--- src/rtl/exec_sequencer.sv ---
// Execute-stage sequencer: ALU ops go out through the single-cycle ALU
// handshake, and RV32M divide/remainder ops run on an internal 32-step
// restoring divider. Results are held in a registered response slot.
module exec_sequencer (
  input  logic        clk,
  input  logic        rstn,
  input  logic        req_valid,
  output logic        req_ready,
  input  logic [2:0]  req_op,
  input  logic [31:0] req_rs1,
  input  logic [31:0] req_rs2,
  output logic        alu_enabled,
  input  logic        alu_completed,
  input  logic [31:0] alu_result,
  input  logic        flush,
  output logic        resp_valid,
  input  logic        resp_ready,
  output logic [31:0] resp_result,
  output logic        busy
);

  typedef enum logic [2:0] {
    IDLE     = 3'd0,
    ALU_WAIT = 3'd1,
    DIV_RUN  = 3'd2,
    DIV_FIX  = 3'd3,
    DONE     = 3'd4
  } state_t;

  state_t      state, state_n;

  logic [32:0] rem;
  logic [31:0] quo;
  logic [31:0] dvs;
  logic [4:0]  cnt;
  logic        q_sign;
  logic        r_sign;
  logic        is_rem;

  logic        accept;
  logic        is_div_op;
  logic        op_signed;
  logic        div_zero;
  logic        div_ovf;
  logic        special;
  logic [31:0] special_value;
  logic [31:0] mag_a;
  logic [31:0] mag_b;
  logic [33:0] shifted;
  logic [33:0] trial;
  logic [31:0] fix_value;

  // Handshake, request decode and divider datapath terms
  always_comb begin
    req_ready     = rstn & (state == IDLE) & ~flush;
    accept        = req_valid & req_ready;
    is_div_op     = req_op[2];
    alu_enabled   = accept & ~is_div_op;
    op_signed     = ~req_op[0];
    div_zero      = (req_rs2 == 32'd0);
    div_ovf       = op_signed & (req_rs1 == 32'h8000_0000) & (req_rs2 == 32'hFFFF_FFFF);
    special       = div_zero | div_ovf;
    special_value = 32'd0;
    if (div_zero) begin
      special_value = req_op[1] ? req_rs1 : 32'hFFFF_FFFF;
    end else begin
      special_value = req_op[1] ? 32'd0 : 32'h8000_0000;
    end
    mag_a         = (op_signed & req_rs1[31]) ? (32'd0 - req_rs1) : req_rs1;
    mag_b         = (op_signed & req_rs2[31]) ? (32'd0 - req_rs2) : req_rs2;
    shifted       = {rem, quo[31]};
    trial         = shifted - {2'b00, dvs};
    fix_value     = is_rem ? (r_sign ? (32'd0 - rem[31:0]) : rem[31:0])
                           : (q_sign ? (32'd0 - quo) : quo);
    resp_valid    = (state == DONE);
    busy          = (state != IDLE);
  end

  // State register
  always_ff @(posedge clk or negedge rstn) begin
    if (!rstn) begin
      state <= IDLE;
    end else begin
      state <= state_n;
    end
  end

  // Next-state selection; flush overrides every transition
  always_comb begin
    state_n = state;
    if (flush) begin
      state_n = IDLE;
    end else begin
      case (state)
        IDLE: begin
          if (accept) begin
            if (!is_div_op) begin
              state_n = ALU_WAIT;
            end else if (special) begin
              state_n = DONE;
            end else begin
              state_n = DIV_RUN;
            end
          end
        end
        ALU_WAIT: if (alu_completed) state_n = DONE;
        DIV_RUN:  if (cnt == 5'd0) state_n = DIV_FIX;
        DIV_FIX:  state_n = DONE;
        DONE:     if (resp_ready) state_n = IDLE;
        default:  state_n = IDLE;
      endcase
    end
  end

  // Divider registers and the held response value
  always_ff @(posedge clk or negedge rstn) begin
    if (!rstn) begin
      resp_result <= 32'd0;
      rem         <= 33'd0;
      quo         <= 32'd0;
      dvs         <= 32'd0;
      cnt         <= 5'd0;
      q_sign      <= 1'b0;
      r_sign      <= 1'b0;
      is_rem      <= 1'b0;
    end else if (!flush) begin
      case (state)
        IDLE: begin
          if (accept && is_div_op) begin
            if (special) begin
              resp_result <= special_value;
            end else begin
              quo    <= mag_a;
              dvs    <= mag_b;
              rem    <= 33'd0;
              cnt    <= 5'd31;
              q_sign <= op_signed & (req_rs1[31] ^ req_rs2[31]);
              r_sign <= op_signed & req_rs1[31];
              is_rem <= req_op[1];
            end
          end
        end
        ALU_WAIT: begin
          if (alu_completed) begin
            resp_result <= alu_result;
          end
        end
        DIV_RUN: begin
          if (!trial[33]) begin
            rem <= trial[32:0];
            quo <= {quo[30:0], 1'b1};
          end else begin
            rem <= shifted[32:0];
            quo <= {quo[30:0], 1'b0};
          end
          if (cnt != 5'd0) begin
            cnt <= cnt - 5'd1;
          end
        end
        DIV_FIX: begin
          resp_result <= fix_value;
        end
        default: ;
      endcase
    end
  end

endmodule

--- config.mk ---
export PLATFORM = sky130hd
export DESIGN_NAME = exec_sequencer
export DESIGN_NICKNAME = d
export VERILOG_FILES = /design/src/rtl/exec_sequencer.sv
export SDC_FILE = /design/constraint.sdc
export NUM_CORES = 1
export LEC_CHECK = 0
export ABC_AREA = 1
export CAP_MARGIN = 15
export CORE_MARGIN = 3
export CORE_UTILIZATION = 50
export DETAILED_ROUTE_END_ITERATION = 12
export GPL_ROUTABILITY_DRIVEN = 0
export PLACE_DENSITY = 0.72
export SYNTH_ARGS = -nofsm -noshare
export SYNTH_HDL_FRONTEND = slang
export SYNTH_SLANG_ARGS = --single-unit
export TNS_END_PERCENT = 100
--- constraint.sdc ---
create_clock -name clk -period 5.8 [get_ports clk]
set_clock_uncertainty 0.15 [all_clocks]
set_input_delay 0.87 -clock clk [delete_from_list [all_inputs] [get_ports clk]]
set_output_delay 0.87 -clock clk [all_outputs]
set_load 0.02 [all_outputs]
==> qor.yml <==
run_status:
  run_status: "finished clean"
yosys:
  avg_inst_size_synth_um2: 5.93
  synth_nets: 2416
  yosysUniqueCellTypes: 41
  yosys_warnings: 0
  mapped_cells: 2271
  syn_area_mm2: 0.0135
  ys_seq_elements: 140
  seq_area_frac_synth_pct: 26.0
floorplan:
  core_area_mm2: 0.0263
  die_w_um: 170
  die_span_y_um: 170
  floorplan.rows: 59
  die_area_mm2: 0.0290
  floorplan.initialDensity_pct: 51.3
  io-pin-count: 141
worst_hold_path:
  timing.hold.worst.class: "primary input to asynchronous set/reset pin"
setup_path:
  r2r-start: "rem[23]"
  setup_slack_reg_to_reg_ns: 2.00
  endpoint_kind: "flip-flop"
  maximum_net_fanout_on_the_critical_path: 25
  worst_setup_path_start_kind: "primary input"
  worstPathRequired_ns: 6.03
  regToRegEndpoint: "rem[30]"
  timing.setup.critical_path_class: "primary input to flip-flop"
  cp_data_arrival_time_ns: 4.58
  timing.reg2reg.worst_path_depth: 13
route:
  drt-wirelength-per-cell_um: 16.9
  drc: 0
  dr_total_vias: 15500
  dr.pass1.iters: 6
  postRouteAntennaNets: 0
  wl_final_mm: 45.9
  initialDrtViolationCount: 1762
  drt-vias-per-instance: 5.73
sta:
  slew-limit-headroom_pct: 34.1
  drv_slew: 0
  hold_slack_ns: 0.140
  rsz0062_at_grt: "false"
  slew_of_the_pin_with_the_lowest_slew_margin_ns: 0.989
  setup-tns-final_ns: 0
  period_minus_slack_ns: 4.35
  final.setup.worst_slack_ns: 1.45
  max_freq_mhz: 230
  report.final.setup_viol: 0
  final_min_period_over_clock_period_pct: 75.0
  hold_violations: 0
cts:
  cell_chosen_for_the_clock_root: "clkbuf_16"
  numCtsBuffers: 17
  post_cts_resized: 0
  clock_tree.htree_level_count: 4
  worstSkewPairLatency_ns: 0.44
  post-cts-setup-buffers: 0
  holdBufCountCts: 0
  clk_sink_count: 140
  cts.reportedPaths.clkPinSlew_ns: 0.07
  cts.path.max_buffers: 2
  cts_tree: "yes"
placed_design:
  placement.setup.worst_slack_ns: 1.10
  port-buffer-count: 140
  place.detailed.hpwl_mm: 35.4
flow_run:
  max_capacitance_violation_count: 0
power:
  power.static_leakage_nw: 7.95
  sw_frac_of_total_pct: 49.8
  p_comb_share_pct: 54.5
  p_per_area_mw_per_mm2: 392
  share_clk_of_total_power_pct: 18.2
  total_switching_power_w: 0.00304
  seqPwrFrac_pct: 27.3
  vdd.ir_drop.worst_mv: 0.286
  p_int_w: 0.00307
global_routing:
  global_route.overflow_total: 0
  pin_count_of_the_biggest_net_entering_global_routing: 61
  globalRouteTotalUtil_pct: 31.3
  number_of_global_route_vias_before_repair: 14200
  grt_first_pass_wirelength_mm: 73.0
  antenna_found_initial: 1
finish:
  synthToLayoutAreaGrowth_pct: 15.6
  finalCoreUtilization_pct: 59.3
  post_route_cells_drive_above_1_share_pct: 4.34
  antenna_cells_inserted: 0
  finish.net_count: 2506
-- worst max-delay path, cell delays in order --
cell and delay [ns]:
clkdlybuf4s50_1 0.44, inv_1 0.19, nand2_1 0.41, inv_1 0.82
nand2_1 0.29, nor4_1 0.44, nand2_1 0.11, nor2_1 0.35
nand2_1 0.10, nand2_1 0.06, nand2_1 0.14, nand2_1 0.21
nand2_1 0.08, nand2_1 0.06
-- cell type report --
cell class              instances  area (µm²)
multi-input cells            1780        8570
flip-flops and latches        140        3500
repair buffers                152        1490
well taps                     335         419
inverters                     270        1010
fillers                      2631       10700
clock buffers                  17         425
clock inverters                15         159
-- cells in the mapped netlist (all sizes together) --
cell type  instances  share of area (%)
and2               2              0.093
nor3              33                1.3
inv              270                7.5
nand3            326                 12
nand2            724                 20
fa                 1               0.15
o211ai            18                1.0
buf               44                2.0
xnor2             22                1.4
o21ai            186                7.0
ha                39                3.6
dfrtp            140                 26
a21oi             76                3.1
a31oi              4               0.19
o21a               1              0.056
nor4               2              0.093
o21bai             5               0.28
o22ai             11               0.51
clkbuf            37                1.0
or2                7               0.32
o31ai              2               0.11
nand3b            12               0.67
nand4             41                1.9
xor2              27                1.8
and3               1              0.046
nor2             240                7.3
-- power by group through the flow --
stage | sequential (W) | clock [W] | combinational (W)
6_report | 0.00166 | 0.00111 | 0.00333
3_3_place_gp | 0.00165 | 0 | 0.00320
2_1_floorplan | 0.00163 | 0 | 0.00223
4_1_cts | 0.00165 | 0.00111 | 0.00329
3_5_place_dp | 0.00166 | 0 | 0.00325
5_1_grt | 0.00171 | 0.00116 | 0.00372
-- metrics by stage --
step	power [W]	area, µm²	cells
2_1_floorplan	0.00386	13500	2271
3_3_place_gp	0.00485	15000	2677
6_report	0.00610	15600	2709
3_5_place_dp	0.00491	15000	2677
5_1_grt	0.00659	15600	2709
4_1_cts	0.00605	15600	2709
-- layer usage --
metal  part of all wire, %  wire (µm)  vias up  global-route usage [%]
met5                 0.028         13        -                       0
met4                   3.7       1720        2                    11.4
met3                   8.6       3970      134                    4.76
met2                    45      20700      763                    49.8
met1                    42      19500     7062                    43.2
li1                      -          -     7551                       -
-- registers in the layout, summed over array words and instances, names as in the netlist --
| signal | cells |
|---|---|
| resp_result | 32 |
| is_rem | 1 |
| q_sign | 1 |
| cnt | 5 |
| quo | 32 |
| dvs | 32 |
| r_sign | 1 |
| rem | 33 |
| state | 3 |
-- worst max path at each step --
stage | startpoint | end | cells past startpoint
finish | req_op[0] | cnt[4] | 14
global route | req_rs1[0] | quo[1] | 12
CTS | req_op[0] | cnt[4] | 14
detailed placement | req_op[0] | cnt[4] | 14
global placement | req_op[0] | cnt[1] | 14
floorplan | flush | alu_enabled | 5
-- logic make-up after synthesis --
| kind of cell | after synthesis | synth area share [%] |
|---|---|---|
| fa+ha+maj | 40 | 3.77 |
| compound gates | 303 | 12.2 |
| buf+inv | 351 | 10.5 |
| xor+xnor | 49 | 3.18 |
| simple gates | 1388 | 44.3 |
| flops | 140 | 26.0 |
-- layout by cell type, fill, tap and decap left out, types with 10 or more instances in the layout --
cell / n
inv_1: 260
inv_2: 10
xnor2_1: 22
o21ai_1: 18
o21ai_0: 166
nand3_1: 324
o211ai_1: 18
nor2_1: 224
clkbuf_16: 17
nand2_1: 715
dfrtp_1: 140
nor3_1: 31
ha_1: 39
o22ai_1: 11
nand4_1: 40
clkdlybuf4s50_1: 139
a21oi_1: 67
buf_4: 12
nand3b_1: 12
xor2_1: 27
Power figures use the tool's default switching activity.
